[src/rtl/wrr_burst_arbiter.sv]
// Weighted round-robin burst arbiter for 4 requesters with a one-cycle turnaround gap.
// Optional starvation monitor is built only when STARVE_MON_EN is defined.
module wrr_burst_arbiter #(
  parameter int WW           = 4,
  parameter int SW           = 6,
  parameter int STARVE_LIMIT = 40
) (
  input  logic            i_clk,
  input  logic            i_rst,
  input  logic            i_en,
  input  logic [3:0]      i_req,
  input  logic [4*WW-1:0] i_weights,
  output logic [3:0]      o_grant,
  output logic [1:0]      o_grant_id,
  output logic            o_busy,
  output logic            o_last,
  output logic [3:0]      o_starve
);

  typedef enum logic [1:0] {S_IDLE, S_GRANT, S_GAP} state_t;

  state_t        r_state, w_state_nxt;
  logic [1:0]    r_ptr, w_ptr_nxt;
  logic [WW-1:0] r_credit, w_credit_nxt;
  logic [3:0]    r_grant, w_grant_nxt;
  logic [1:0]    r_grant_id, w_grant_id_nxt;
  logic [3:0]    w_starve_req;
  logic          w_win_vld;
  logic [1:0]    w_win_id;
  logic [WW-1:0] w_win_weight;
  logic [WW-1:0] w_win_load;
  logic          w_release;

  // Scan from the far end so the requester nearest to r_ptr is the last to overwrite.
  always_comb begin
    w_win_vld = 1'b0;
    w_win_id  = r_ptr;
    for (int k = 3; k >= 0; k--) begin
      if (i_req[r_ptr + 2'(k)]) begin
        w_win_vld = 1'b1;
        w_win_id  = r_ptr + 2'(k);
      end
    end
    for (int k = 3; k >= 0; k--) begin
      if (w_starve_req[k]) w_win_id = 2'(k);
    end
    if (!i_en) w_win_vld = 1'b0;
  end

  assign w_win_weight = i_weights[WW*w_win_id +: WW];
  assign w_win_load   = (w_win_weight == '0) ? WW'(1) : w_win_weight;
  assign w_release    = (r_credit == WW'(1)) || !i_req[r_grant_id] || !i_en;

  always_comb begin
    w_state_nxt    = r_state;
    w_ptr_nxt      = r_ptr;
    w_credit_nxt   = r_credit;
    w_grant_nxt    = r_grant;
    w_grant_id_nxt = r_grant_id;
    case (r_state)
      S_IDLE, S_GAP: begin
        w_grant_nxt = 4'b0000;
        if (w_win_vld) begin
          w_grant_nxt    = 4'b0001 << w_win_id;
          w_grant_id_nxt = w_win_id;
          w_credit_nxt   = w_win_load;
          w_state_nxt    = S_GRANT;
        end else begin
          w_state_nxt = S_IDLE;
        end
      end
      S_GRANT: begin
        if (w_release) begin
          w_grant_nxt  = 4'b0000;
          w_ptr_nxt    = r_grant_id + 2'd1;
          w_credit_nxt = '0;
          w_state_nxt  = S_GAP;
        end else begin
          w_credit_nxt = r_credit - WW'(1);
        end
      end
      default: begin
        w_grant_nxt = 4'b0000;
        w_state_nxt = S_IDLE;
      end
    endcase
  end

  always_ff @(posedge i_clk or negedge i_rst) begin
    if (!i_rst) begin
      r_state    <= S_IDLE;
      r_ptr      <= 2'd0;
      r_credit   <= '0;
      r_grant    <= 4'b0000;
      r_grant_id <= 2'd0;
    end else begin
      r_state    <= w_state_nxt;
      r_ptr      <= w_ptr_nxt;
      r_credit   <= w_credit_nxt;
      r_grant    <= w_grant_nxt;
      r_grant_id <= w_grant_id_nxt;
    end
  end

`ifdef STARVE_MON_EN
  logic [SW-1:0] r_wait [4];
  logic [3:0]    w_starve;

  always_ff @(posedge i_clk or negedge i_rst) begin
    if (!i_rst) begin
      for (int i = 0; i < 4; i++) r_wait[i] <= '0;
    end else begin
      for (int i = 0; i < 4; i++) begin
        if (!i_req[i] || (w_grant_nxt[i] && !r_grant[i])) begin
          r_wait[i] <= '0;
        end else if (!r_grant[i] && (r_wait[i] != '1)) begin
          r_wait[i] <= r_wait[i] + SW'(1);
        end
      end
    end
  end

  always_comb begin
    w_starve = 4'b0000;
    for (int i = 0; i < 4; i++) w_starve[i] = (r_wait[i] >= SW'(STARVE_LIMIT));
  end

  // A requester that dropped its request this cycle must not win on a stale flag.
  assign w_starve_req = w_starve & i_req;
  assign o_starve     = w_starve;
`else
  assign w_starve_req = 4'b0000;
  assign o_starve     = 4'b0000;
`endif

  assign o_grant    = r_grant;
  assign o_grant_id = r_grant_id;
  assign o_busy     = |r_grant;
  assign o_last     = (|r_grant) && (r_credit == WW'(1));

endmodule

[config.mk]
export PLATFORM = sky130hd
export DESIGN_NAME = wrr_burst_arbiter
export DESIGN_NICKNAME = d
export VERILOG_FILES = /design/src/rtl/wrr_burst_arbiter.sv
export SDC_FILE = /design/constraint.sdc
export NUM_CORES = 1
export LEC_CHECK = 0
export ABC_AREA = 1
export CORE_ASPECT_RATIO = 1.25
export CORE_MARGIN = 5
export CORE_UTILIZATION = 45
export DETAILED_ROUTE_END_ITERATION = 12
export HOLD_SLACK_MARGIN = 0.12
export PLACE_DENSITY = 0.83
export SKIP_CTS_REPAIR_TIMING = 1
export SYNTH_ARGS = -nofsm -noshare
export SYNTH_HDL_FRONTEND = slang
export SYNTH_SLANG_ARGS = --single-unit
[constraint.sdc]
create_clock -name i_clk -period 1.85 [get_ports i_clk]
set_input_delay 0.4625 -clock i_clk [delete_from_list [all_inputs] [get_ports i_clk]]
set_output_delay 0.4625 -clock i_clk [all_outputs]
set_load 0.02 [all_outputs]
==> metrics.txt <==
fillers=189; Worst Hold Class=in -> async; I/O Pins=35; synthesized area per cell=between 6 and 7 um^2; Layout Nets=250; Global Route Usage Sum=19.07%; Seq cells post-synth=14; worst setup margin=-0.1891 ns; total grt overflow=0; vias in the first global route=1340; Peak VDD IR=around 1200 uV; diodes inserted=0; first-pass GRT wire length=5768 um; leakage=0.9480 nW; vias per inst=5.311; H-tree depth=1; layout cells sized above 1=33.48%; CTS root buffer=clkbuf_4; Worst-Skew Late Latency=0.28 ns; CTS sink cnt=14; family with the most delay on the worst path=simple AND/OR/NAND/NOR gates; post-synthesis instance area=roughly 1200 um^2; Die Height=~67 um; Pre-antenna DRT Iters=4; failing checks=setup timing; antenna-violating nets left=0; DR WL/cell=14.75 um; via count=1365; Final Cycle Share=110.2%; CTS tree=built; Routed WL=3790 um; outcome=complete, but fails checks; CP Max Fanout=8; Initial Utilization=~47%; Hold Vio Cnt, Final=0; post-synth cell types=28; row cnt=20; multi-input logic area=between 700 and 800 um^2; utilization after layout=73.72%; initial antenna violation count=0; PnR Total Power=about 3.7 mW; Synth Warn #=0; Die Wd=55.34 um; final setup violation count=7; cells along the critical path=inv_8 -> nand2_1 -> nand2_2 -> nand2_2 -> nand2_2 -> inv_2 -> nand2_4 -> nand4_4 -> nand3_2 -> nand3_2 -> nand2_1 -> nand3_1 -> nand2_1 -> nand2_1 -> a21oi_2; largest net degree at the start of global routing=15; Final Cell Area=about 1800 um^2; drc violations=0; sequential area share after synthesis=between 30% and 40%; clock buffer count from CTS=3; initial detailed-routing violation count=49; maxcap violations=0; RD Place Congestion=about 0.9; met3 wire len=180 um; unrepaired setup endpoints after global routing=true; Core Box Area=roughly 2500 um^2; Crit-path slowest cell=dfrtp_2; Crit Path Category=reg -> reg; die area=3689 um^2; Area after DPL=about 1600 um^2; WP buf/inv=2; Pwr Density=2028 nW/um^2; Critical Path Most Common Cell=nand2_1; met2 WL=2138 um; wl on met1=roughly 1400 um; Worst-path clk slew=about 0.090 ns; max-slew violation count=0; max incr delay on CP=about 0.51 ns; final HPWL from detailed placement=about 2700 um; Setup Skew=between 0.0015 and 0.002 ns; CP startpoint kind=flip-flop; Fmax achieved=about 500 MHz; Sequential cell area=~350 um^2; Max Used Layer=met4; Final min period=2.039 ns; critical path required time=roughly 2.1 ns; Syn Inst Count=around 170; Buffers on Ports=30; arrival time at the worst endpoint=roughly 2.3 ns; CTS Buffer Depth=2; Area Growth Syn to Fin=56.38%; CP Capture Type=flip-flop
where the power goes:
part           switching (mW)  internal, mW
logic                    1.69          1.15
clock network           0.106         0.120
registers               0.140         0.456
registers in the layout, summed over array words and instances, names as in the netlist:
register,cells
r_ptr,2
r_credit,4
r_state,2
o_grant,4
o_grant_id,2
layer usage:
| metal | up-vias | track usage [%] |
|---|---|---|
| li1 | 648 | - |
| met1 | 650 | 20.26 |
| met2 | 59 | 39.05 |
| met3 | 8 | 3.488 |
| met4 | 0 | 3.040 |
| met5 | - | 0 |
kinds of logic after synthesis:
logic type	synth area share, %
compound gates	12.01
xor+xnor	1.515
fa+ha+maj	2.164
buf+inv	13.64
flops	30.30
other cells	0.3244
simple gates	40.04
cells in the final DEF, fill, tap and decap left out, types with 2 or more instances in the layout:
cell type,count
nand2_4,3
o21ai_0,5
nand3_2,8
clkdlybuf4s50_1,23
o22ai_1,4
nand3_1,15
dlymetal6s2s_1,6
inv_1,19
buf_4,23
dfrtp_1,12
o21ai_1,3
nand2_2,13
xor2_1,2
nand2_8,2
clkbuf_4,3
nand3_4,2
inv_2,9
a21oi_1,7
nor2_1,5
conb_1,4
nand2_1,39
dfrtp_2,2
final cells by class:
cell class,count,share of cell area [%]
inverters,29,6.436
flip-flops and latches,14,19.52
clock buffers,4,2.007
repair buffers,53,27.06
multi-input cells,124,42.70
well taps,33,2.284
metrics by stage:
step / TNS [ns] / hold WS (ns) / setup slack (ns) / std cells
after detailed placement: -5.667 / 0.5712 / -0.5588 / 250
after floorplan: 0 / 0.1669 / 0.1351 / 171
after CTS: -2.444 / 0.4887 / -0.3864 / 254
after global placement: -4.660 / 0.5463 / -0.4592 / 250
after global routing: -2.006 / 0.4860 / -0.3210 / 257
final: -0.9577 / 0.4913 / -0.1891 / 257
path summary, 6_finish.rpt:
path	start	end	slack, ns	cells after the start
worst max-delay path	r_ptr[0]$_DFFE_PN0P_	r_credit[0]$_DFFE_PN0P_	-0.19	15
worst min-delay path	i_rst	r_credit[2]$_DFFE_PN0P_	0.49	2
worst max register to register	r_ptr[0]$_DFFE_PN0P_	r_credit[0]$_DFFE_PN0P_	-0.19	15
worst min register to register	o_grant[1]$_DFFE_PN0P_	o_grant[1]$_DFFE_PN0P_	0.58	2
max in group asynchronous	i_rst	r_ptr[0]$_DFFE_PN0P_	1.17	2
min in group i_clk	o_grant[1]$_DFFE_PN0P_	o_grant[1]$_DFFE_PN0P_	0.58	2
cells in the mapped netlist:
library cell  number  share of area, %
nand2_1           47                15
inv_1             25               8.1
nand3_1           22               9.5
dfrtp_1           14                30
a21oi_1            7               3.0
o21ai_0            7               3.0
nand2_2            5               2.7
nor2_1             5               1.6
o22ai_1            5               2.7
buf_4              4               2.6
nand2_4            4               3.9
inv_2              3              0.97
nand3_2            3               2.6
ha_1               2               2.2
xor2_1             2               1.5
a21oi_2            1              0.76
a22oi_1            1              0.65
and2_1             1              0.54
buf_6              1              0.97
conb_1             1              0.32
inv_8              1              0.97
nand4_1            1              0.54
nand4_4            1               1.8
nor2_2             1              0.54
nor2_4             1              0.97
o21ai_1            1              0.43
o31ai_1            1              0.65
o32ai_1            1              0.76
Note: power is estimated with default switching activity, not from simulation.
==> edit 1 (same settings) <==
Build with the macro `STARVE_MON_EN` defined.
--- a/src/rtl/wrr_burst_arbiter.sv
+++ b/src/rtl/wrr_burst_arbiter.sv
@@ -2,2 +2,4 @@
 // Optional starvation monitor is built only when STARVE_MON_EN is defined.
+`define STARVE_MON_EN
+
 module wrr_burst_arbiter #(
Function: same outputs for any inputs over 10 cycles, from zero or initial values and one cycle with i_rst low; that may be too few to reach the edited logic, so the function may still have changed.
==> edit 1 against the unedited design <==
  * The flow still finishes with violations (negative setup slack)
  * Worst setup slack got worse by 82 ps
  * Total power increased by 59%
  * Clock power increased to 2.7 times the old value
  * Routed wire length increased by 74%
  * Final area increased by 100%
  * Fmax decreased by 3.9%
  * Synthesized area increased by 120%
  * Sequential cell count increased by 24
  * Highest routed layer unchanged
==> edit 1: results (changes against the unedited design) <==
cp_max_fo: 8  # unchanged
drtIter0Drc: 132  # +170%
fin_ws_ps: -272  # -82.5 ps
crit_start: "r_ptr[0]$_DFFE_PN0P_"
status: "finished, violations left"
clk_pin_slew_ps: 80
grt_max_degree: 21  # +6
violations: "negative setup slack"
via_per_inst: 5.13  # -3.4%
worstPathArrival_ps: 2300  # +40 ps
syn_nets: 370
synth.cells.most_frequent: "nand2_1, inv_1, nor2_1"
hpwl_um: 4860  # +80%
hp-class: "input pin to asynchronous set/reset pin"
grt_pass1_vias: 2535  # +89%
synthMuxAreaShare_pct: 0  # unchanged
power.leakage_nw: 1.99  # +110%
clock_skew_ps: 3.96  # +2.07 ps
yosysSeqAreaShare_pct: 37.8  # +7.5 points
drive_gt1_share_pct: 29.7  # -3.8 points
htree_levels: 2  # +1
yosysWarningCount: 0  # unchanged
setup_viol: 30  # +23
gp_congestion: 0.851  # -7.7%
ys_types: 33  # +18%
grt_pass1_wl_um: 10600  # +84%
cts_buffers: 5  # +2
routed_wl_um: 6600  # +74%
synthTopCellsByArea: "dfrtp_1, nand2_1, inv_1, nor2_1, nand3_1"
async_flop_share_pct: 100  # unchanged
fillers: 410  # +120%
synth_compound_area_share_pct: 11.1  # -0.86 points
clock-root-buffer: "clkbuf_8"
synth_xor_area_share_pct: 4.18  # +2.7 points
layout.nets: 456  # +82%
ir_drop_mv: 1.14  # -5.4%
grtUsageTotal_pct: 17.7  # -1.4 points
num_antenna_cells: 0  # unchanged
portBuffers: 34  # +13%
synth_fa_ha_area_share_pct: 4.98  # +2.8 points
post-place-ws_ps: -706  # -147 ps
==> edit 1: cell count changes in the layout (fill, tap and decap cells not counted), moves of 15 or more <==
cell	delta
buf_4	+19
dfrtp_1	+24
inv_1	+27
nand2_1	+30
nand2_2	+15
nor2_1	+34
==> edit 1: final timing paths <==
path | endpoint | slack, ps | cells after the start
hold reg to reg | r_wait[23]$_DFFE_PN0P_ | 570 | 2
hold / removal | r_wait[16]$_DFFE_PN0P_ | 110 | 1
max in group asynchronous | r_wait[0]$_DFFE_PN0P_ | 1270 | 2
setup / recovery | r_wait[10]$_DFFE_PN0P_ | -270 | 18
setup reg to reg | r_wait[10]$_DFFE_PN0P_ | -270 | 18
min in group i_clk | r_wait[23]$_DFFE_PN0P_ | 570 | 2
==> edit 1: final cells by class <==
class | instances | area [sq um] | area share [%]
Multi-Input combinational cell | 248 | 1570 | 43.3
Tap cell | 64 | 80.1 | 2.21
Timing Repair Buffer | 79 | 732 | 20.2
Clock buffer | 6 | 82.6 | 2.28
Clock inverter | 2 | 12.5 | 0.345
Sequential cell | 38 | 953 | 26.3
Inverter | 51 | 194 | 5.35
==> edit 1: kinds of logic (layout without fill, tap and decap cells) <==
kind of cell	Yosys count	count (layout)
adders and majority gates	10	10
AOI/OAI and AO/OA	37	37
DFF	38	38
buffers and inverters	52	138
and+or+nand+nor	188	189
xor gates and xnor gates	12	12
==> edit 1: worst max-delay path, cell delays in order (launching register included) <==
cell and delay (ps):
dfrtp_2 470, inv_4 110, nand2_1 120, nand3_4 90, nand2_2 60, inv_1 60, nand2_2 50, nand2_2 60
nand2_1 40, nand2_1 70, nand3_2 100, nand2_4 120, nand2_8 90, nand2_8 100, nand2_4 60, o22ai_2 150
nand2_2 100, nand2_4 100, nor2_1 60
==> edit 1: routing by layer <==
metal  track usage (%)  vias to the layer above  wire, um
met5                 0                        -         0
met4              10.1                        0       206
met3              2.99                       20       241
met2              32.4                       53      3500
met1              19.0                     1188      2650
li1                  -                     1243         -
==> edit 1: where the power goes <==
part	switching [W]	total (W)	internal, W
clock network	0.000301	0.000600	0.000299
logic	0.00223	0.00397	0.00174
registers	0.000192	0.00126	0.00107
==> edit 1: through the flow <==
| stage | instance area (sq um) | TNS [ps] | std cells | total power (W) |
|---|---|---|---|---|
| detailed placement | 3230 | -21800 | 474 | 0.00448 |
| global route | 3630 | -11340 | 488 | 0.00631 |
| global placement | 3230 | -19940 | 474 | 0.00435 |
| floorplan | 2510 | 0 | 337 | 0.00329 |
| CTS | 3330 | -11750 | 482 | 0.00509 |
| finish | 3630 | -6640 | 488 | 0.00583 |
==> edit 2 (same flow settings) <==
Without the edit above. Encoding of `state_t`: now one-hot (3 bits for 3 states).
--- a/src/rtl/wrr_burst_arbiter.sv
+++ b/src/rtl/wrr_burst_arbiter.sv
@@ -19,3 +19,3 @@
 
-  typedef enum logic [1:0] {S_IDLE, S_GRANT, S_GAP} state_t;
+  typedef enum logic [2:0] {S_IDLE = 3'b001, S_GRANT = 3'b010, S_GAP = 3'b100} state_t;
 
Behaviour: same outputs for any inputs over 10 cycles, from zero or initial values and one cycle with i_rst low; not proved beyond that.
==> edit 2 against the unedited design <==
  * The flow still finishes with violations (negative setup slack)
  * Global-route usage decreased by 3.3 points
  * Synthesized cell count up 7.7%
  * Via count down 2.9%
  * Routed wire length decreased by 18%
  * Final area grew 8.7%
  * Total power increased by 5.0%
  * Worst setup slack better by 53 ps
  * Synthesized area up 5.0%
  * Combinational power up 7.4%
  * Sequential cell count grew 1
  * Clock skew grew 2.8 ps
  * Sequential power grew 1%
  * Non-clock buffer count up 7
==> edit 2: results (changes against the unedited design) <==
synth_xor_area_share_pct: 1.44  # -0.072 points
violations: "negative setup slack"
fillers: 205  # +8.5%
synth_compound_area_share_pct: 12.7  # +0.67 points
r2r_slack_ps: -140  # +50 ps
yosysSeqAreaShare_pct: 31.0  # +0.73 points
routed_wl_um: 3100  # -18%
synth_top_family_by_area: "simple AND/OR/NAND/NOR gates"
clock_skew_ps: 4.70  # +2.81 ps
vias: 1325  # -2.9%
cts_buffers: 3  # unchanged
ff2ff_path_depth: 19  # +4
post-place-ws_ps: -547  # +11.7 ps
grt_pass1_wl_um: 4810  # -17%
grtUsageTotal_pct: 15.8  # -3.3 points
synth_fa_ha_area_share_pct: 2.06  # -0.10 points
gp_congestion: 0.868  # -5.9%
fin_ws_ps: -136  # +52.8 ps
reg2reg_to: "r_credit[0]$_DFFE_PN0P_"
synth.cells.most_frequent: "nand2_1, inv_1, dfrtp_1, nand3_1, nor2_1"
portBuffers: 30  # unchanged
hpwl_um: 2360  # -13%
setup_viol: 5  # -2
htree_levels: 1  # unchanged
synthTopCellsByArea: "dfrtp_1, nand2_1, inv_1, nand3_1, a21oi_1"
setup_tns_ps: -314  # +644 ps
worstPathArrival_ps: 2210  # -50 ps
p_total_w: 0.00385  # +5.0%
postSynthAreaPerCell_sq_um: 6.71  # -2.6%
pg_comb_w: 0.00306  # +7.4%
hold_slack_ps: 480  # -11.0 ps
ys_types: 29  # +3.6%
power.leakage_nw: 1.07  # +13%
grt_max_degree: 16  # +1
cp_slowest_stage_delay_ps: 430  # -80 ps
max-clock-path-buffers: 2  # unchanged
ir_drop_mv: 1.37  # +14%
hp-class: "input pin to asynchronous set/reset pin"
switching_share_pct: 49.7  # -3.2 points
ant_nets: 0  # unchanged
seq_cell_power_w: 0.000602  # +1%
cp_max_fo: 7  # -1
timing.rr.start: "r_ptr[0]$_DFFE_PN0P_"
placedInstanceArea_sq_um: 1690  # +3.8%
slowest_stage: "dfrtp_2"
drive_gt1_share_pct: 36.4  # +2.9 points
clock-root-buffer: "clkbuf_4"
yosysWarningCount: 0  # unchanged
status: "finished, violations left"
drtIter0Drc: 17  # -65%
grt_pass1_vias: 1209  # -9.8%
dpl.cell_count: 265  # +6.0%
synthMuxAreaShare_pct: 0  # unchanged
antenna_found_initial: 0  # unchanged
wl_per_cell_um: 11.2  # -24%
async_flop_share_pct: 100  # unchanged
## edit 2: cell types whose count changed after synthesis, sizes merged
cell	unedited run	this run
a22oi	1	2
a21oi	8	10
nand3	25	15
nand4	2	1
buf	5	6
inv	29	33
nor2	7	13
o22ai	5	4
dfstp	0	1
nand3b	0	1
nand2	56	65
## edit 2: routing by layer
metal  global-route usage (%)  wire length [um]  part of all wire [%]  vias to the layer above
met3                     1.13                95                   3.1                        7
met2                     31.4              1560                    50                       30
met5                        0                 0                     0                        -
met1                     16.9              1370                    44                      601
met4                     7.12                68                   2.2                        0
li1                         -                 -                     -                      687
## edit 2: area by class of cell
cell class	instances	area, sq um	share of cell area [%]
Tap cell	34	42.5	2.16
Sequential cell	15	379	19.3
Inverter	33	141	7.19
Multi-Input combinational cell	130	816	41.5
Timing Repair Buffer	60	561	28.5
Clock buffer	4	26.3	1.34
